==> config.mk <==
export PLATFORM = sky130hd
export DESIGN_NAME = sprite_compositor
export DESIGN_NICKNAME = d
export VERILOG_FILES = /design/src/rtl/sprite_compositor_pkg.sv /design/src/rtl/sprite_compositor_hit_unit.sv /design/src/rtl/sprite_compositor.sv
export SDC_FILE = /design/constraint.sdc
export NUM_CORES = 1
export LEC_CHECK = 0
export CORE_MARGIN = 5
export CORE_UTILIZATION = 36
export CTS_BUF_LIST = sky130_fd_sc_hd__clkbuf_2 sky130_fd_sc_hd__clkbuf_4 sky130_fd_sc_hd__clkbuf_8
export DETAILED_ROUTE_END_ITERATION = 8
export PLACE_DENSITY_LB_ADDON = 0.05
export SYNTH_ARGS = -nofsm -noshare
export SYNTH_HDL_FRONTEND = slang
export SYNTH_SLANG_ARGS = --single-unit
==> constraint.sdc <==
create_clock -name vga_pix_clk -period 2.4 [get_ports vga_pix_clk]
set_clock_uncertainty 0.1 [all_clocks]
set_input_delay 0.36 -clock vga_pix_clk [delete_from_list [all_inputs] [get_ports vga_pix_clk]]
set_output_delay 0.36 -clock vga_pix_clk [all_outputs]
set_load 0.01 [all_outputs]
==> src/rtl/sprite_compositor_pkg.sv <==
// Shared types and raster constants for the sprite compositor.
// Types are used by sprite_hit_unit and the sprite_compositor top.
package sprite_compositor_pkg;

    localparam int H_VISIBLE_AREA = 224;
    localparam int V_VISIBLE_AREA = 288;

    localparam int POS_W = 9;
    localparam int RGB_W = 12;

    typedef logic [RGB_W-1:0] rgb12_t;
    typedef logic [POS_W-1:0] sprite_pos_t;

    localparam rgb12_t SPRITE_TRANSPARENT = 12'h000;

    function automatic logic is_opaque(input rgb12_t colour);
        return colour != SPRITE_TRANSPARENT;
    endfunction

endpackage

==> src/rtl/sprite_compositor_hit_unit.sv <==
// One sprite channel: frame-latched position/colour/enable plus the stage-1 hit flop.
// Bounds are compared in 10 bits so sprites at the right/bottom edge clip instead of wrapping.
module sprite_hit_unit
    import sprite_compositor_pkg::*;
#(
    parameter int SPRITE_W = 8,
    parameter int SPRITE_H = 8,
    parameter int SX_W     = 8,
    parameter int SY_W     = 9
) (
    input  logic             clk_i,
    input  logic             rst_i,
    input  logic             frame_stb_i,
    input  logic [POS_W-1:0] x_i,
    input  logic [POS_W-1:0] y_i,
    input  logic [RGB_W-1:0] rgb_i,
    input  logic             en_i,
    input  logic [SX_W-1:0]  sx_i,
    input  logic [SY_W-1:0]  sy_i,
    output logic             hit_o,
    output logic [RGB_W-1:0] rgb_o
);

    sprite_pos_t posX_q;
    sprite_pos_t posY_q;
    rgb12_t      colour_q;
    logic        enable_q;
    logic        hit_q;
    logic        hit_d;

    logic [9:0]  beamX;
    logic [9:0]  beamY;
    logic [9:0]  rightEdge;
    logic [9:0]  bottomEdge;

    // Shadow values become active only on the frame strobe, so mid-frame moves never tear.
    always_ff @(posedge clk_i) begin
        if (rst_i) begin
            posX_q   <= '0;
            posY_q   <= '0;
            colour_q <= '0;
            enable_q <= 1'b0;
            hit_q    <= 1'b0;
        end else begin
            if (frame_stb_i) begin
                posX_q   <= x_i;
                posY_q   <= y_i;
                colour_q <= rgb_i;
                enable_q <= en_i;
            end
            hit_q <= hit_d;
        end
    end

    always_comb begin
        beamX      = 10'(sx_i);
        beamY      = 10'(sy_i);
        rightEdge  = {1'b0, posX_q} + 10'(SPRITE_W);
        bottomEdge = {1'b0, posY_q} + 10'(SPRITE_H);
        hit_d      = enable_q
                     && (beamX >= {1'b0, posX_q}) && (beamX < rightEdge)
                     && (beamY >= {1'b0, posY_q}) && (beamY < bottomEdge);
    end

    assign hit_o = hit_q;
    assign rgb_o = colour_q;

endmodule

==> src/rtl/sprite_compositor.sv <==
// N-channel sprite/background mixer: fixed priority (channel 0 highest), 12'h000 transparent, 2-cycle latency.
// Define SPRITE_COMPOSITOR_COLLISION_EN to build the per-frame player collision reporter.
module sprite_compositor
    import sprite_compositor_pkg::*;
#(
    parameter int N_SPRITES    = 5,
    parameter int SPRITE_W     = 8,
    parameter int SPRITE_H     = 8,
    parameter int H_MAP_WIDTH  = H_VISIBLE_AREA,
    parameter int V_MAP_HEIGHT = V_VISIBLE_AREA
) (
    input  logic                            vga_pix_clk,
    input  logic                            rst,
    input  logic                            frame_stb,
    input  logic                            display_enabled,
    input  logic [$clog2(H_MAP_WIDTH)-1:0]  sx,
    input  logic [$clog2(V_MAP_HEIGHT)-1:0] sy,
    input  logic [11:0]                     map_rgb,
    input  logic [N_SPRITES*9-1:0]          spr_x,
    input  logic [N_SPRITES*9-1:0]          spr_y,
    input  logic [N_SPRITES*12-1:0]         spr_rgb,
    input  logic [N_SPRITES-1:0]            spr_en,
    output logic [3:0]                      R,
    output logic [3:0]                      G,
    output logic [3:0]                      B,
    output logic                            collision_stb,
    output logic [N_SPRITES-2:0]            collision_mask
);

    localparam int SX_W = $clog2(H_MAP_WIDTH);
    localparam int SY_W = $clog2(V_MAP_HEIGHT);

    logic [N_SPRITES-1:0] hit;
    rgb12_t               activeRgb [N_SPRITES];
    logic                 displayEn_q;
    rgb12_t               pixel_q;
    rgb12_t               pixel_d;

    for (genvar g = 0; g < N_SPRITES; g++) begin : g_channel
        sprite_hit_unit #(
            .SPRITE_W (SPRITE_W),
            .SPRITE_H (SPRITE_H),
            .SX_W     (SX_W),
            .SY_W     (SY_W)
        ) u_hit (
            .clk_i       (vga_pix_clk),
            .rst_i       (rst),
            .frame_stb_i (frame_stb),
            .x_i         (spr_x[g*POS_W +: POS_W]),
            .y_i         (spr_y[g*POS_W +: POS_W]),
            .rgb_i       (spr_rgb[g*RGB_W +: RGB_W]),
            .en_i        (spr_en[g]),
            .sx_i        (sx),
            .sy_i        (sy),
            .hit_o       (hit[g]),
            .rgb_o       (activeRgb[g])
        );
    end

    // Walk from lowest to highest priority so the lowest opaque hit index overwrites the rest.
    always_comb begin
        pixel_d = map_rgb;
        for (int i = N_SPRITES - 1; i >= 0; i--) begin
            if (hit[i] && is_opaque(activeRgb[i])) begin
                pixel_d = activeRgb[i];
            end
        end
        if (!displayEn_q) begin
            pixel_d = '0;
        end
    end

    always_ff @(posedge vga_pix_clk) begin
        if (rst) begin
            displayEn_q <= 1'b0;
            pixel_q     <= '0;
        end else begin
            displayEn_q <= display_enabled;
            pixel_q     <= pixel_d;
        end
    end

    assign R = pixel_q[11:8];
    assign G = pixel_q[7:4];
    assign B = pixel_q[3:0];

`ifdef SPRITE_COMPOSITOR_COLLISION_EN
    logic [N_SPRITES-2:0] collTerm;
    logic [N_SPRITES-2:0] collMerged;
    logic [N_SPRITES-2:0] collAcc_q;
    logic [N_SPRITES-2:0] collAcc_d;
    logic [N_SPRITES-2:0] collMask_q;
    logic [N_SPRITES-2:0] collMask_d;
    logic                 collStb_q;
    logic                 collStb_d;

    // The strobe cycle's own overlap is folded in, so a hit on the last visible pixel is not lost.
    always_comb begin
        collTerm   = hit[N_SPRITES-1:1] & {(N_SPRITES-1){hit[0] & displayEn_q}};
        collMerged = collAcc_q | collTerm;
        collAcc_d  = collMerged;
        collMask_d = collMask_q;
        collStb_d  = 1'b0;
        if (frame_stb) begin
            collMask_d = collMerged;
            collStb_d  = |collMerged;
            collAcc_d  = '0;
        end
    end

    always_ff @(posedge vga_pix_clk) begin
        if (rst) begin
            collAcc_q  <= '0;
            collMask_q <= '0;
            collStb_q  <= 1'b0;
        end else begin
            collAcc_q  <= collAcc_d;
            collMask_q <= collMask_d;
            collStb_q  <= collStb_d;
        end
    end

    assign collision_stb  = collStb_q;
    assign collision_mask = collMask_q;
`else
    assign collision_stb  = 1'b0;
    assign collision_mask = '0;
`endif

endmodule

==> flow_summary_export.csv <==
group,metric,value,unit
synth,synth-main-ff-cell,"dfxtp_1",
synth,yosysSeqAreaShare,0.3204,
sta,max_freq,432.9,MHz
worst_hold_path,hold_class,"in2reg",
floorplanning,rows,63,
setup_path,worstPathRequired,2630,ps
worst_hold_path,hp-start,"rst",
setup_path,path_cells,"or4_1 -> o31a_1 -> a221o_1 -> o211ai_1 -> o221ai_1",
setup_path,slowest_delay,550,ps
synth,ys_warn_count,0,
power,finalPower,7.017,mW
floorplanning,core,0.02964,sq mm
grt,grt_max_degree,44,
synth,synth-edff-count,0,
setup_path,cp.arrival,2540,ps
drt,ant_nets,0,
worst_hold_path,hold_path_depth,2,
synth,yosysTopAreaCell,"dfxtp_1",
clock_tree,cts_tree,"done",
grt,grt.busiest_layer,"met2",
final_layout,drive_above_1_share,0.09972,
clock_tree,hold_buffers,0,
grt,grt_first_pass_wirelength,50490,um
sta,worstMarginPinSlew,546.5,ps
sta,min_period,2310,ps
placed_design,dp.cells,1811,
setup_path,reg2reg_to,"pixel_q[0]",
synth,async_reset_ff_frac,0,
worst_hold_path,holdPathEnd,"g_channel[4].u_hit.posX_q[4]",
placed_design,dp_slack,-264.6,ps
setup_path,worst-setup-path-type,"reg2reg",
sta,fin_crit_sh,0.9624,
drt,drtPass1Iterations,5,
placed_design,numPortBuffers,199,
grt,grt_use_met3,0.03292,
power,powerDensity,493.4,mW/mm^2
drt,drc,0,
power,peakVddDrop,0.3904,mV
clock_tree,clk_latency,480,ps
grt,grtUsageMet1,0.2669,
setup_path,crit_family,"compound AO/OA/AOI/OAI gates",
drt,routed_wl,32130,um
synth,synth_cells,1192,
status,outcome,"finished, final reports clean",
synth,netlist.area_leader.share,0.3204,
clock_tree,h-tree-depth,4,
power,p_leak,6.101,nW
grt,use_met2,0.3047,
sta,timing.final.ws_setup,90.21,ps
clock_tree,cts.sinks,173,
synth,yosys-top-cells-count,"177 x nor2_1, 173 x dfxtp_1, 156 x mux2i_1, 150 x ha_1, 104 x inv_1",
floorplanning,ioPinCount,205,
synth,avgSynthCellArea,9.068,sq um
grt,grt_pass1_vias,9198,
final_layout,syn_to_final_growth,31.58,%
floorplanning,design.die.area,0.03359,sq mm
grt,grt_overflow,0,
drt,routedWlPerCell,17.42,um
synth,synth_seq_cells,173,
setup_path,timing.rr.start,"g_channel[3].u_hit.rgb_o[2]",
sta,slew_headroom,0.6318,
floorplanning,die_h,183.3,um
final_layout,n_antenna_cell,0,
synth,yosys-top-cells-area,"dfxtp_1 32%, ha_1 17%, mux2i_1 14%",
drt,vias_per_cell,5.025,
setup_path,critPathMaxFanout,12,
setup_path,ff2ff_path_depth,5,
synth,yosysMostFrequentCell,"nor2_1",
setup_path,worst-path-buf-inv,0,
grt,antenna_found_initial,0,
sta,setup_violations,0,
clock_tree,cts_buffer_depth,2,
job,maxCapViolations,0,
setup_path,critPathCaptureType,"flop",
placed_design,hpwl,25760,um
floorplanning,dieWidth,183.3,um
sta,hold_viol,0,
sta,rsz0062_at_grt,"no",
floorplanning,start_util,0.3647,
final_layout,nets,1779,
clock_tree,clk_pin_slew_worst_paths,110,ps
final_layout,stdcell_count,1844,
synth,syn-cell-area,0.01081,sq mm
placed_design,place_congestion,0.8669,
setup_path,r2r_slack,90,ps
drt,drtIter0Drc,476,
clock_tree,clockRootBuffer,"clkbuf_8",
clock_tree,numCtsBuffers,17,
synth,synth_cell_types,56,
sta,slew_violations,0,
drt,vias,9266,
setup_path,critPathSlowestCell,"or4_1",
grt,grt_usage,0.1883,
setup_path,startpoint_type,"flop",
sta,final.setup.tns,0,ps
==> flip-flops by register name, summed over array words and instances, names as in the netlist <==
register and cells:
g_channel.u_hit.enable_q 5, pixel_q 12, g_channel.u_hit.rgb_o 60, g_channel.u_hit.hit_o 5, displayEn_q 1, g_channel.u_hit.posY_q 45
g_channel.u_hit.posX_q 45
==> through the flow <==
stage | hold slack (ps) | utilization | cell area (sq um)
2_1_floorplan | 358.6 | - | 10820
3_3_place_gp | 372.8 | 0.4629 | 13720
3_5_place_dp | 385.8 | 0.4629 | 13720
4_1_cts | 150.7 | 0.4773 | 14150
5_1_grt | 161.6 | 0.4799 | 14220
6_report | 182.8 | 0.4799 | 14220
==> where the power goes <==
group	switching, mW	total, mW	internal, mW
Sequential	0.141	3.17	3.03
Clock	1.36	2.17	0.814
Combinational	0.777	1.67	0.893
Total	2.28	7.02	4.74
==> cell families (layout without fill, tap and decap cells) <==
logic type | count (synthesis) | count (layout) | share of synthesized area
other cells | 1 | 5 | 0.0003469
xor+xnor | 35 | 35 | 0.02836
compound gates | 194 | 194 | 0.1295
fa+ha+maj | 150 | 150 | 0.1736
flops | 173 | 173 | 0.3204
simple gates | 330 | 330 | 0.1452
buf+inv | 153 | 411 | 0.05811
mux | 156 | 156 | 0.1445
==> cells in the final DEF, fill, tap and decap left out, drive strengths merged, types with 18 or more instances in the layout <==
cell type	n
a21oi	36
buf	77
clkbuf	18
clkdlybuf4s50	197
dfxtp	173
ha	150
inv	112
mux2i	156
nand2	25
nand3	38
nor2	177
o211ai	23
o21ai	44
or4	18
xnor2	35
==> worst max path at each step <==
stage,slack (ps),cells past startpoint,start,end
3_5_place_dp,-260,8,sy[4],g_channel[2].u_hit.hit_o
4_1_cts,20,9,g_channel[2].u_hit.posY_q[3],g_channel[2].u_hit.hit_o
5_1_grt,0.4,9,g_channel[2].u_hit.posY_q[4],g_channel[2].u_hit.hit_o
2_1_floorplan,310,9,g_channel[2].u_hit.posY_q[5],g_channel[2].u_hit.hit_o
6_report,90,5,g_channel[3].u_hit.rgb_o[2],pixel_q[0]
3_3_place_gp,-210,9,sx[0],g_channel[0].u_hit.hit_o
==> routing by layer <==
metal  up-vias  share of wire
li1       4746              -
met1      4306           0.49
met2       199           0.46
met3        15          0.041
met4         0         0.0078
met5         -              0
==> layout make-up <==
cell class | count | area [sq um]
Tap cell | 390 | 488.0
Timing Repair Buffer | 275 | 2651
Inverter | 104 | 390.4
Multi-Input combinational cell | 870 | 6797
Clock inverter | 15 | 186.4
Sequential cell | 173 | 3476
Clock buffer | 17 | 234.0
Fill cell | 2945 | 15420
==> what timing repair did <==
item                                    in CTS  in global routing
resized for setup                            2                 18
endpoints found under the setup margin       1                  3
endpoints found under the hold margin        0                  0
pin swaps                                    0                 11
setup buffers                                0                  1
Note: power is estimated with default switching activity, not from simulation.
